[src/rtl/display_image_window.sv]
// display_image_window: upscaled view of a double-buffered 8-bit frame memory, with syncs delayed
// to match memory latency, a vsync-synchronised bank swap, colour modes and a frame counter.
module display_image_window #(
    parameter int          HBW        = 12,
    parameter int          VBW        = 11,
    parameter int          IMG_W_LOG2 = 9,
    parameter int          IMG_H_LOG2 = 9,
    parameter int          SCALE_LOG2 = 1,
    parameter int          X0         = 512,
    parameter int          Y0         = 0,
    parameter int          MEM_LAT    = 1,
    parameter logic [7:0]  BG         = 8'd0,
    localparam int         AW         = 1 + IMG_H_LOG2 + IMG_W_LOG2
) (
    input  logic           clock,
    input  logic           reset,
    input  logic [HBW-1:0] x,
    input  logic [VBW-1:0] y,
    input  logic           hsync_in,
    input  logic           vsync_in,
    input  logic           de_in,
    input  logic           swap_req,
    input  logic [1:0]     mode,
    output logic [AW-1:0]  addr,
    input  logic [7:0]     data_in,
    output logic           hsync_out,
    output logic           vsync_out,
    output logic           de_out,
    output logic [35:0]    data_out,
    output logic           bank,
    output logic           swap_ack,
    output logic           end_of_frame,
    output logic [15:0]    frame_count
);
    localparam int WIN_W = (1 << IMG_W_LOG2) << SCALE_LOG2;
    localparam int WIN_H = (1 << IMG_H_LOG2) << SCALE_LOG2;

    typedef struct packed {
        logic                  hs;
        logic                  vs;
        logic                  de;
        logic                  win;
        logic [IMG_W_LOG2-1:0] ix;
        logic [IMG_H_LOG2-1:0] iy;
        logic [1:0]            md;
    } stage_t;

    logic [HBW-1:0]        dx;
    logic [VBW-1:0]        dy;
    logic [IMG_W_LOG2-1:0] ix;
    logic [IMG_H_LOG2-1:0] iy;
    logic                  in_win, eof_hit, boundary, vs_q, pending;
    logic [1:0]            active_mode;
    stage_t                pipe [MEM_LAT];
    stage_t                last;
    logic [7:0]            i_val, ix8, iy8, r, g, b;

    assign dx       = x - HBW'(X0);
    assign dy       = y - VBW'(Y0);
    assign ix       = IMG_W_LOG2'(dx >> SCALE_LOG2);
    assign iy       = IMG_H_LOG2'(dy >> SCALE_LOG2);
    assign in_win   = int'(x) >= X0 && int'(x) < X0 + WIN_W && int'(y) >= Y0 && int'(y) < Y0 + WIN_H;
    assign eof_hit  = de_in && x == HBW'(X0 + WIN_W - 1) && y == VBW'(Y0 + WIN_H - 1);
    assign boundary = vsync_in & ~vs_q;
    assign addr     = {bank, iy, ix};
    assign last     = pipe[MEM_LAT-1];

    // MEM_LAT stages line the side info up with data_in; the output register adds the last cycle
    always_ff @(posedge clock or negedge reset) begin
        if (!reset) begin
            for (int i = 0; i < MEM_LAT; i++) pipe[i] <= '0;
        end else begin
            pipe[0] <= {hsync_in, vsync_in, de_in, in_win, ix, iy, active_mode};
            for (int i = 1; i < MEM_LAT; i++) pipe[i] <= pipe[i-1];
        end
    end

    always_ff @(posedge clock or negedge reset) begin
        if (!reset) begin
            vs_q         <= 1'b0;
            pending      <= 1'b0;
            bank         <= 1'b0;
            swap_ack     <= 1'b0;
            active_mode  <= 2'd0;
            end_of_frame <= 1'b0;
            frame_count  <= 16'd0;
        end else begin
            vs_q     <= vsync_in;
            swap_ack <= boundary && (pending || swap_req);
            if (boundary) begin
                active_mode <= mode;
                bank        <= bank ^ (pending | swap_req);
                pending     <= 1'b0;
            end else begin
                pending <= pending | swap_req;
            end
            end_of_frame <= eof_hit;
            frame_count  <= frame_count + 16'(eof_hit);
        end
    end

    always_comb begin
        i_val = last.win ? data_in : BG;
        ix8   = 8'(last.ix);
        iy8   = 8'(last.iy);
        r     = last.md == 2'd3 ? (last.win ? ix8 : BG) : last.md == 2'd1 ? ~i_val : i_val;
        g     = last.md == 2'd3 ? (last.win ? iy8 : BG) : last.md == 2'd1 ? ~i_val :
                last.md == 2'd2 ? {1'b0, i_val[7:1]} : i_val;
        b     = last.md == 2'd3 ? (last.win ? ix8 ^ iy8 : BG) : last.md == 2'd0 ? i_val : ~i_val;
    end

    always_ff @(posedge clock or negedge reset) begin
        if (!reset) begin
            hsync_out <= 1'b0;
            vsync_out <= 1'b0;
            de_out    <= 1'b0;
            data_out  <= '0;
        end else begin
            hsync_out <= last.hs;
            vsync_out <= last.vs;
            de_out    <= last.de;
            data_out  <= last.de ? {r, 4'd0, g, 4'd0, b, 4'd0} : '0;
        end
    end
endmodule

[config.mk]
export PLATFORM = sky130hd
export DESIGN_NAME = display_image_window
export DESIGN_NICKNAME = d
export VERILOG_FILES = /design/src/rtl/display_image_window.sv
export SDC_FILE = /design/constraint.sdc
export NUM_CORES = 1
export LEC_CHECK = 0
export CORE_MARGIN = 3
export CORE_UTILIZATION = 45
export DETAILED_ROUTE_END_ITERATION = 7
export PLACE_DENSITY = 0.81
export RECOVER_POWER = 25
export SLEW_MARGIN = 20
export SYNTH_ARGS = -nofsm -noshare
export SYNTH_HDL_FRONTEND = slang
export SYNTH_SLANG_ARGS = --single-unit
[constraint.sdc]
create_clock -name clock -period 1.63 [get_ports clock]
set_input_delay 0.326 -clock clock [delete_from_list [all_inputs] [get_ports clock]]
set_output_delay 0.326 -clock clock [all_outputs]
set_load 0.005 [all_outputs]
### Word level (Yosys, flattened, before mapping)

Index checks and enable logic that the tools add are counted.

| word-level totals | value |
|---|---|
| output and inout port bits | 77 |
| register bits | 83 |

| cells by class | value |
|---|---|
| eq/ne operators | 5 |
| bitwise logic cells | 6 |
| reductions and logical operators | 7 |
| multiplexer cells | 13 |
| $add $sub $neg | 2 |
| $lt $le $gt $ge | 3 |

Operators by type and width:

| operator | count |
|---|---|
| 2-to-1 mux 8 bit | 11 |
| 2-to-1 mux 36 bit | 1 |
| adder 16 x 1 -> 16 bit | 1 |
| equality test 12 x 11 -> 1 bit (second input constant) | 1 |
| greater-or-equal comparator 12 x 10 -> 1 bit (second input constant) | 1 |
| less-than comparator 12 x 11 -> 1 bit (second input constant) | 1 |
| equality test 11 x 10 -> 1 bit (second input constant) | 1 |
| less-than comparator 11 bit (second input constant) | 1 |
| subtractor 10 bit (second input constant) | 1 |
| NOT 8 bit | 1 |
| bitwise XOR 8 bit | 1 |
| logical AND 1 bit | 5 |
| equality test 2 bit (second input constant) | 2 |
| equality test 2 x 1 -> 1 bit (second input constant) | 1 |
| zero test 2 bit | 1 |
| bitwise AND 1 bit | 1 |
| logical OR 1 bit | 1 |
| 2-to-1 mux 1 bit | 1 |
| NOT 1 bit | 1 |
| bitwise OR 1 bit | 1 |
| bitwise XOR 1 bit | 1 |

### Depth between registers and ports, before layout

| depth | value |
|---|---|
| word-level depth | 5 |
| gate-level depth with buffers | 8 |
| gate-level depth less buffers | 8 |

### Worst setup path before layout

Ideal clock, no wire load.

| path | value |
|---|---|
| path kind | in2reg |
| from | input port y[5] |
| to | register frame_count[14] |
| arrival time | 2.173 ns |
| path buffers | 0 |
| stages | 8 |
| setup time | 0.079 ns |
| data required time | 1.551 ns |
| slack | -0.622 ns |
| cell sequence | nand4_1 -> or4_1 -> nor3_1 -> ha_1 -> ha_1 -> nand3_2 -> nor4_2 -> xor2_1 |

| on the way | value |
|---|---|
| word-level cells in the longest chain between the ends | 3 |

RTL lines:

| item | RTL line | source |
|---|---|---|
| start, declared | 18 | `input logic [VBW-1:0] y,` |
| equality test 11 x 10 -> 1 bit | 63 | `assign eof_hit = de_in && x == HBW'(X0 + WIN_W - 1) && y == VBW'(Y0 + WIN_H - 1);` |
| logical AND 1 bit | 63 |  |
| net eof_hit | 52 | `logic in_win, eof_hit, boundary, vs_q, pending;` |
| adder 16 x 1 -> 16 bit | 98 | `frame_count <= frame_count + 16'(eof_hit);` |
| end signal, assigned | 98 |  |
| end, declared | 33 | `output logic [15:0] frame_count` |

The timed path passes the listed nets, and every way through them passes these cells.
A chain may end at the register's enable or synchronous reset.

### Worst setup path after layout

| path | value |
|---|---|
| from | input port y[8] |
| to | register frame_count[15] |

Same word-level chain as after synthesis.

==> results.yml <==
power_and_ir_drop:
  ir_drop_uv: 621.6
  powerDensity_nw_per_um2: 908.7
  cellLeakagePower_uw: 0.002175
worst_setup_path:
  cp_slowest_cell: "or4_4"
  required_ns: 1.89
  critPathMaxStageDelay_ns: 0.55
  cp_num_buf_inv: 2
  critPathTopFamily: "simple AND/OR/NAND/NOR gates"
  critPathArrivalTime_ns: 2.13
  cp-end-kind: "flip-flop"
  cp-start-kind: "input pin"
  cp_cell_sequence: "buf_6, nand4_1, or4_4, nor3_4, ha_4, nand3_4, buf_4, nor4_4, xor2_1"
  critPathKind: "in -> reg"
  crit_fanout: 5
synthesis:
  syn_avg_cell_area_um2: 11.27
  synth_top_area_share_pct: 55.49
  synthCells: 284
  synth.yosys.seq_area_share_pct: 55.49
  synth_cell_types: 39
  synthFlopType: "dfrtp_1"
  synth_area_leaders: "dfrtp_1 55%, buf_4 7.3%, xor2_1 5.5%"
  synthesis.area_um2: 3202
  ys_ff_latch: 71
  synth_largest_area_cell: "dfrtp_1"
  synth_enable_flop_cells: 0
  postSynth.asyncResetShare_pct: 100.0
  yosys_warnings: 0
clocking:
  cts.sinks: 71
  cts-root-buf: "clkbuf_8"
  path_clk_slew_ns: 0.07
  h-tree-depth: 3
  cts_made_buffers: 9
  worstSkewPairLatency_ns: 0.34
  cts_tree: "yes"
  clock_path_buffers: 2
sta:
  rsz0062_at_grt: "true"
  setup_slack_ns: -0.2425
  finalHoldViolations: 0
  relSlewSlack_pct: 39.94
  finalSetupTns_ns: -2.111
  max_freq_ghz: 0.5340
  layout_min_cycle_time_ns: 1.873
  max_slew.worst_pin.slew_ns: 0.9008
  slew_viol_final: 0
  finalClockSkew_ns: 0.01371
  min_period_over_period_pct: 114.9
  setup_viol_count_final: 14
layout:
  seq_area_um2: 1782
  multi_input_area_um2: 1290
  area_growth_pct: 48.81
  nNetsFinal: 452
  drive_above_1_share_pct: 23.32
  fin_util_pct: 69.74
  diodes: 0
  fillCellCount: 508
floorplanning:
  rows: 30
  ios: 116
  core-area_um2: 6832
  start_util_pct: 46.87
  fp.dieH_um: 90.35
  die_w_um: 90.35
  die-area_um2: 8163
global_routing:
  antenna_found_initial: 0
  grt_max_degree: 72
  grt_remaining_overflow: 0
  grt_usage_pct: 19.99
  grt_first_pass_wirelength_um: 12920
  grt_pass1_vias: 2579
job:
  drv_cap: 0
placed_design:
  port_buffers: 103
  place_congestion: 0.8572
  dpl.hpwl_um: 5657
  pre_cts_ws_ns: -1.201
run_status:
  violations: "setup timing"
  outcome: "finished with violations"
detailed_routing:
  vias: 2559
  detail_route.first_pass.iterations: 4
  ant_nets: 0
  wl_per_cell_um: 15.54
  wl_um: 7959
  first_iter_violations: 241
  drc: 0
  via_per_inst: 4.998
worst_hold_path:
  hp-class: "in -> reg"
synthesized netlist by cell type, drive strengths merged, types with 2 or more instances:
cell and count:
dfrtp 71, buf 40, a21oi 21, xor2 20, nand3 13, nor3 11, nand2 10, o22ai 9
a211oi 8, nand4 8, nand2b 7, nor2 7, inv 6, o21a 6, o21ai 6, nor2b 5
o31a 5, xnor2 5, and3 4, nor4 4, clkbuf 3, a21o 2, ha 2, mux2 2
path summary, 6_finish.rpt:
| check | slack (ns) | to | depth (start not counted) | from |
|---|---|---|---|---|
| setup / recovery | -0.24 | frame_count[15]$_DFF_PN0_ | 9 | y[8] |
| hold / removal | 0.15 | iy8[1]$_DFF_PN0_ | 1 | y[2] |
| setup reg to reg | 0.05 | frame_count[12]$_DFF_PN0_ | 3 | frame_count[8]$_DFF_PN0_ |
| hold reg to reg | 0.35 | hsync_out$_DFF_PN0_ | 0 | last[23]$_DFF_PN0_ |
| max in group asynchronous | 0.78 | frame_count[2]$_DFF_PN0_ | 2 | reset |
| min in group asynchronous | 0.23 | frame_count[9]$_DFF_PN0_ | 2 | reset |
metal layers:
| layer | wire length [um] | up-vias | global-route usage, % |
|---|---|---|---|
| met1 | 3234 | 1232 | 25.68 |
| met5 | 0 | - | 0 |
| met3 | 519 | 16 | 4.250 |
| li1 | - | 1203 | - |
| met2 | 4035 | 108 | 32.55 |
| met4 | 170 | 0 | 9.056 |
stage by stage:
stage          instances  total power [uW]  cell area, um2  hold WS, ns
5_1_grt              512              4533            4765       0.1331
4_1_cts              505              4367            4698     0.002450
3_3_place_gp         481              2810            4378       0.3339
3_5_place_dp         481              2835            4378       0.3393
2_1_floorplan        295              2376            3289      0.03041
6_report             512              4330            4765       0.1502
what timing repair did:
| action | CTS | global route |
|---|---|---|
| gates cloned | 0 | 0 |
| pin swaps | 18 | 7 |
| resized for setup | 90 | 8 |
| endpoints found under the setup margin | 41 | 19 |
| hold buffers | 0 | 0 |
| endpoints found under the hold margin | 0 | 0 |
| buffers inserted | 8 | 7 |
layout make-up:
class / count / share of cell area, %
sequential: 71 / 37.39
multi-input combinational: 175 / 27.07
tap: 96 / 2.521
clock buffer: 11 / 2.967
inverter: 6 / 0.4727
timing repair buffer: 148 / 27.86
clock inverter: 5 / 1.707
layout by cell type (no fill, tap or decap), drive strengths merged, types with 4 or more instances in the layout:
cell / count
dfrtp: 71
nand2: 10
clkbuf: 24
xnor2: 5
nor2b: 5
inv: 6
nor2: 7
a211oi: 8
clkdlybuf4s50: 82
nand4: 8
conb: 12
a21oi: 21
buf: 49
xor2: 20
o21ai: 6
o22ai: 9
and3: 4
dlygate4sd2: 4
o21a: 6
nor4: 4
o31a: 5
nand2b: 7
nand3: 13
nor3: 11
where the power goes:
group / total, uW / internal, uW / switching (uW)
Clock: 1550 / 904 / 645
Sequential: 1970 / 1890 / 76.1
Combinational: 812 / 458 / 354
Total: 4330 / 3260 / 1070
cells by family (layout without fill, tap and decap cells):
group	count (synthesis)	count (layout)	share of synthesized area, %
xor+xnor	25	25	6.839
compound gates	59	59	11.80
buf+inv	49	170	9.926
simple gates	74	74	14.03
other cells	1	12	0.1171
fa+ha+maj	2	2	0.7814
flops	71	71	55.49
mux	3	3	1.016
registers in the layout (all words and copies together) (netlist names):
| register | cells |
|---|---|
| bank | 1 |
| pending | 1 |
| hsync_out | 1 |
| last | 5 |
| iy8 | 8 |
| vs_q | 1 |
| data_out | 24 |
| de_out | 1 |
| active_mode | 2 |
| swap_ack | 1 |
| frame_count | 16 |
| vsync_out | 1 |
| ix8 | 8 |
| end_of_frame | 1 |
Power figures use the tool's default switching activity.
